===== src/rtl/uart_frame_decoder.sv =====
// Frame decoder behind a UART receiver: SYNC, LEN, payload packed into words, XOR checksum.
// Optional inter-byte timeout is built when FRAME_TIMEOUT_EN is defined.
module uart_frame_decoder #(
  parameter int                DBITS          = 8,
  parameter int                WORD_BITS      = 32,
  parameter logic [DBITS-1:0]  SYNC_BYTE      = 8'hA5,
  parameter int                TIMEOUT_CYCLES = 100000
) (
  input  logic                 clk,
  input  logic                 reset,
  input  logic                 rx_valid,
  input  logic [DBITS-1:0]     rx_data,
  output logic [WORD_BITS-1:0] word_out,
  output logic                 word_last,
  output logic                 word_valid,
  input  logic                 word_ready,
  output logic                 frame_done,
  output logic [1:0]           frame_err
);

  localparam int               BPW   = WORD_BITS / DBITS;
  localparam logic [DBITS-1:0] BPW_V = DBITS'(BPW);

  if ((WORD_BITS % DBITS) != 0 || TIMEOUT_CYCLES < 2) begin : g_param_check
    $error("uart_frame_decoder: WORD_BITS must be a multiple of DBITS, TIMEOUT_CYCLES >= 2");
  end

  typedef enum logic [1:0] {S_IDLE, S_LEN, S_PAYLOAD, S_CHECK} state_t;

  state_t               state_q, state_d;
  logic [DBITS-1:0]     len_q, cnt_q, lane_q, acc_q;
  logic                 ovf_q;
  logic [WORD_BITS-1:0] asm_q, asm_next;
  logic [DBITS-1:0]     cnt_inc;
  logic                 start_frame, take_byte, word_done, done_d, timeout;
  logic [1:0]           err_d;

  assign cnt_inc = cnt_q + DBITS'(1);

  // Little-endian packing: each new byte enters at the top and moves down.
  if (BPW == 1) begin : g_asm_single
    assign asm_next = rx_data;
  end else begin : g_asm_shift
    assign asm_next = {rx_data, asm_q[WORD_BITS-1:DBITS]};
  end

`ifdef FRAME_TIMEOUT_EN
  localparam int            TMO_W    = $clog2(TIMEOUT_CYCLES) + 1;
  localparam logic [TMO_W-1:0] TMO_LAST = TMO_W'(TIMEOUT_CYCLES - 1);
  logic [TMO_W-1:0] tmo_q;

  assign timeout = (state_q != S_IDLE) && !rx_valid && (tmo_q == TMO_LAST);

  always_ff @(posedge clk or negedge reset) begin
    if (!reset) begin
      tmo_q <= '0;
    end else if (state_q == S_IDLE || rx_valid || state_d == S_IDLE) begin
      tmo_q <= '0;
    end else begin
      tmo_q <= tmo_q + TMO_W'(1);
    end
  end
`else
  assign timeout = 1'b0;
`endif

  always_ff @(posedge clk or negedge reset) begin
    if (!reset) begin
      state_q <= S_IDLE;
    end else begin
      state_q <= state_d;
    end
  end

  always_comb begin
    state_d     = state_q;
    done_d      = 1'b0;
    err_d       = 2'b00;
    start_frame = 1'b0;
    take_byte   = 1'b0;
    case (state_q)
      S_IDLE: begin
        if (rx_valid && rx_data == SYNC_BYTE) state_d = S_LEN;
      end
      S_LEN: begin
        if (rx_valid) begin
          if (rx_data == '0 || (rx_data % BPW_V) != '0) begin
            done_d  = 1'b1;
            err_d   = 2'b11;
            state_d = S_IDLE;
          end else begin
            start_frame = 1'b1;
            state_d     = S_PAYLOAD;
          end
        end
      end
      S_PAYLOAD: begin
        if (rx_valid) begin
          take_byte = 1'b1;
          if (cnt_inc == len_q) state_d = S_CHECK;
        end
      end
      S_CHECK: begin
        if (rx_valid) begin
          done_d  = 1'b1;
          state_d = S_IDLE;
          if (ovf_q)                err_d = 2'b10;
          else if (rx_data != acc_q) err_d = 2'b01;
          else                       err_d = 2'b00;
        end
      end
      default: state_d = S_IDLE;
    endcase
    if (timeout) begin
      done_d  = 1'b1;
      err_d   = 2'b11;
      state_d = S_IDLE;
    end
  end

  assign word_done = take_byte && (lane_q == BPW_V - DBITS'(1));

  always_ff @(posedge clk or negedge reset) begin
    if (!reset) begin
      len_q      <= '0;
      cnt_q      <= '0;
      lane_q     <= '0;
      acc_q      <= '0;
      ovf_q      <= 1'b0;
      asm_q      <= '0;
      word_out   <= '0;
      word_last  <= 1'b0;
      word_valid <= 1'b0;
      frame_done <= 1'b0;
      frame_err  <= 2'b00;
    end else begin
      frame_done <= done_d;
      frame_err  <= done_d ? err_d : 2'b00;
      if (start_frame) begin
        len_q  <= rx_data;
        cnt_q  <= '0;
        lane_q <= '0;
        acc_q  <= '0;
        ovf_q  <= 1'b0;
      end
      if (take_byte) begin
        asm_q  <= asm_next;
        acc_q  <= acc_q ^ rx_data;
        cnt_q  <= cnt_inc;
        lane_q <= word_done ? '0 : lane_q + DBITS'(1);
      end
      // A completed word may only replace the held one when that one leaves this cycle.
      if (word_done) begin
        if (!word_valid || word_ready) begin
          word_out   <= asm_next;
          word_last  <= (cnt_inc == len_q);
          word_valid <= 1'b1;
        end else begin
          ovf_q <= 1'b1;
        end
      end else if (word_valid && word_ready) begin
        word_valid <= 1'b0;
      end
    end
  end

endmodule


===== config.mk =====
export PLATFORM = sky130hd
export DESIGN_NAME = uart_frame_decoder
export DESIGN_NICKNAME = d
export VERILOG_FILES = /design/src/rtl/uart_frame_decoder.sv
export SDC_FILE = /design/constraint.sdc
export NUM_CORES = 1
export LEC_CHECK = 0
export ABC_AREA = 1
export BUFFER_PORTS_ARGS = -buffer_cell sky130_fd_sc_hd__buf_2
export CORE_ASPECT_RATIO = 0.8
export CORE_UTILIZATION = 40
export DETAILED_ROUTE_END_ITERATION = 10
export GPL_TIMING_DRIVEN = 0
export SLEW_MARGIN = 30
export SYNTH_ARGS = -nofsm -noshare
export SYNTH_HDL_FRONTEND = slang
export SYNTH_SLANG_ARGS = --single-unit

===== constraint.sdc =====
create_clock -name clk -period 1.46 [get_ports clk]
set_input_delay 0.292 -clock clk [delete_from_list [all_inputs] [get_ports clk]]
set_output_delay 0.292 -clock clk [all_outputs]
set_load 0.005 [all_outputs]

==> results by group <==
Route
  • Post-route DRC: 0
  • Routed vias/inst: 5.05
  • DR iter-0 viols: around 250
  • Routed WL: 10600 um
  • Routed vias: 3480
  • DR pass1 iterations: 5
  • Antenna Violating Nets Remaining: 0
  • WL/cell: 15.5 um

Placement
  • Placer congestion estimate: 0.795
  • Setup slack at placement: -0.398 ns
  • Placed cells: 652
  • IO Port Bufs: 48
  • Post-DP HPWL: 7080 um
  • Dpl cell area: about 0.0047 mm^2

STA
  • Worst slew pin tran: approximately 0.55 ns
  • Final WS setup: -0.233 ns
  • Fin Setup TNS: -4.98 ns
  • Fin crit share: 116%
  • Maximum clock frequency: 591 MHz
  • # setup viols final: 34
  • Hold Violations, Final: 0
  • RSZ-0062 raised after global routing: true
  • Skew final: 0.00767 ns
  • Min Tclk post-route: 1.69 ns
  • Final Max Slew Viols: 0
  • Slew margin rel.: between 60% and 70%

Power and ir drop
  • Switch Pwr: 3.15 mW
  • Internal Pwr Total: 5.87 mW
  • Clock power share: 25.8%
  • LEAKAGE: 2.81 nW
  • PD cells: 1610 mW/mm^2
  • Peak supply drop: around 0.87 mV
  • Sw Ratio: 34.9%
  • Flop pwr share: between 40% and 50%
  • Comb power frac: 28.5%

Worst setup path
  • Crit-path cells: ha_2 -> nand2_4 -> nor2_4 -> nand2_2 -> nand3_2 -> nand2_1 -> nor2_2 -> nand3_4 -> nand2_2 -> nand3_1 -> nand2_1 -> inv_1
  • CP required: 1.70 ns
  • Startpoint type of the worst setup path: flop
  • Setup Crit Path Kind: flop to flop
  • Worst reg2reg path startpoint: cnt_q[0]$_DFFE_PN0P_
  • CP max stage cell: dfrtp_1
  • Arrival @ worst endpoint: 1.93 ns
  • Critical Path Max Stage Delay: 0.38 ns
  • Crit-path max FO: 4
  • Worst Setup SP: cnt_q[0]$_DFFE_PN0P_
  • Worst setup EP type: flop

Logic synthesis
  • Asr flop ratio synth: 100%
  • Syn nets: 477
  • Cells after synthesis: between 400 and 500
  • Netlist cell types: 29
  • Post-synth top area cell: dfrtp_1
  • Synth warnings: 0
  • Number of synthesized register bits: 96
  • Post-synth EDFFs: 0
  • Syn Area/Cell: a little over 9 um^2
  • Top_reg_cell synth: dfrtp_1
  • Largest cells by area after synthesis: dfrtp_1 57%, nand2_1 9.2%, o21ai_0 6.9%
  • Mapped cell area: 0.00422 mm^2
  • Sequential area share after synthesis: approximately 57%
  • Post-synth top area share: 56.9%

Global route
  • Initial antenna violation count: 0
  • Global-route wire length before repair: 16800 um
  • GR Overflow Total: 0
  • Pin count of the biggest net entering global routing: 59
  • Vias in the first global route: 3259
  • All-layer global routing usage: 20.7%

Floorplanning
  • Starting Density: 41.2%
  • Die Height: roughly 94 um
  • Site Rows: 33
  • Die Area: 0.0110 mm^2
  • Core area: 0.0102 mm^2
  • Ports: 49
  • DIE WIDTH: 117 um

Flow run
  • Max-cap violations: 0

Final layout
  • Final Cell Area: 0.00559 mm^2
  • Net count, final: 558
  • Filler cells: 943
  • Number of antenna diodes: 0
  • Final cell count without fillers: 689
  • Util after Layout: 54.6%
  • Layout cell share with drive strength beyond 1: 33.7%
  • Layout area overhead: 32.5%

Clock network
  • CTS tree: done
  • Clock-pin slew on the worst setup and hold paths: roughly 0.070 ns
  • Clock Path Buffers: 2
  • Worst-Skew Late Latency: 0.34 ns
  • Root buffer cell: clkbuf_16
  • CTS buffer count: 9
  • H-tree depth: 3
  • CTS Sinks: 96

Outcome
  • Violated checks: negative setup slack
  • Status: complete, but fails checks

Worst hold path
  • Hold_sp: rx_data[0]
  • Min-delay worst type: input port to flop
==> state kept, by name, indices dropped and copies added, names as in the netlist, named ones only <==
signal and flops:
word_out 32, asm_q 24, acc_q 8, cnt_q 8
lane_q 8, len_q 8, frame_err 2, frame_done 1
ovf_q 1, state_q 1, word_last 1, word_valid 1
==> power groups by stage <==
stage | Clock (mW) | Combinational [mW] | Sequential, mW
floorplan | 0 | 1.46 | 3.97
CTS | 2.37 | 2.20 | 4.07
global placement | 0 | 1.95 | 4.08
finish | 2.32 | 2.57 | 4.13
detailed placement | 0 | 2.04 | 4.10
global route | 2.47 | 2.93 | 4.23
==> through the flow <==
| stage | total power [mW] | hold slack, ns |
|---|---|---|
| 5_1_grt | 9.63 | 0.295 |
| 4_1_cts | 8.64 | 0.278 |
| 3_3_place_gp | 6.03 | 0.461 |
| 6_report | 9.02 | 0.283 |
| 3_5_place_dp | 6.14 | 0.302 |
| 2_1_floorplan | 5.43 | -0.00359 |
==> critical path, delay by kind of cell, from the launching register on <==
family | cells | cell delay [ns]
buffers and inverters | 1 | 0.03
adders and majority gates | 1 | 0.22
and+or+nand+nor | 10 | 0.95
DFF | 1 | 0.38
==> cell usage after synthesis, types with 2 or more instances <==
cell and number:
nand3_1 38, buf_6 2, nor2_4 2, o21ai_1 22, buf_2 5, clkbuf_1 10
o22ai_1 3, nand2_1 104, ha_1 2, nand4_1 5, dfrtp_1 96, mux2_4 8
xnor2_1 2, nor3_1 4, xor2_1 11, nand2_2 2, o21ai_0 58, a21oi_1 3
nor2_1 12, inv_2 2, inv_1 64
==> repair_timing <==
item,CTS,global route
pin swaps,6,17
cloned,1,2
gates resized for setup,27,120
setup buffers,7,11
hold buffers,1,0
endpoints found under the setup margin,59,90
endpoints found under the hold margin,57,0
==> logic make-up after synthesis <==
logic type / count (synthesis) / share of synthesized area [%]
AND/OR/NAND/NOR: 172 / 18.2
flip-flops: 96 / 56.9
AO/OA/AOI/OAI: 89 / 10.9
buffers and inverters: 83 / 7.89
XOR/XNOR: 13 / 2.70
multiplexers: 8 / 2.85
adder cells (fa/ha/maj): 2 / 0.593
==> cell type report <==
class	instances	area, um^2	share of cell area (%)
buffer	17	171	3.07
clock buffer	11	233	4.16
clock inverter	5	56.3	1.01
inverter	66	250	4.48
multi-input combinational	284	1810	32.4
sequential	96	2400	43.0
tap	140	175	3.13
timing repair buffer	70	493	8.82
==> path summary, 6_finish.rpt <==
path                                       endpoint  slack [ns]  cells past startpoint
max                          state_q[0]$_DFFE_PN0P_       -0.23                     12
min                        word_out[24]$_DFFE_PN0P_        0.28                      3
max reg2reg                  state_q[0]$_DFFE_PN0P_       -0.23                     12
min reg2reg                   asm_q[15]$_DFFE_PN0P_        0.48                      2
max in group asynchronous   word_out[1]$_DFFE_PN0P_        0.38                      3
min in group asynchronous      acc_q[0]$_DFFE_PN0P_        0.49                      2
==> layer usage <==
metal	part of all wire (%)	track usage, %	vias to the layer above
li1	-	-	1656
met1	47	30.2	1723
met2	46	30.6	85
met3	5.0	4.58	16
met4	1.5	6.43	0
met5	0	0	-
==> placed cells by master (no fill, tap or decap), types with 2 or more instances in the layout <==
master,Yosys,routed
nand2_4,0,12
nand3_4,0,2
inv_1,64,61
nor2_1,12,5
o22ai_1,3,3
nand4_1,5,5
nor2_4,2,5
clkinv_2,0,2
xor2_1,11,11
buf_6,2,5
nor3_1,4,2
inv_2,2,4
nand3_2,1,7
buf_4,0,16
nand2_1,104,72
o21ai_0,58,44
nand3_1,38,30
xnor2_1,2,2
nor2_2,1,5
a21oi_1,3,3
dfrtp_1,96,96
buf_12,0,5
buf_2,5,50
o21ai_2,0,12
o21ai_1,22,23
nand2_2,2,22
clkbuf_16,0,11
clkbuf_1,10,2
clkbuf_2,0,4
clkbuf_4,0,2
mux2_4,8,8
Note: power is estimated with default switching activity, not from simulation.
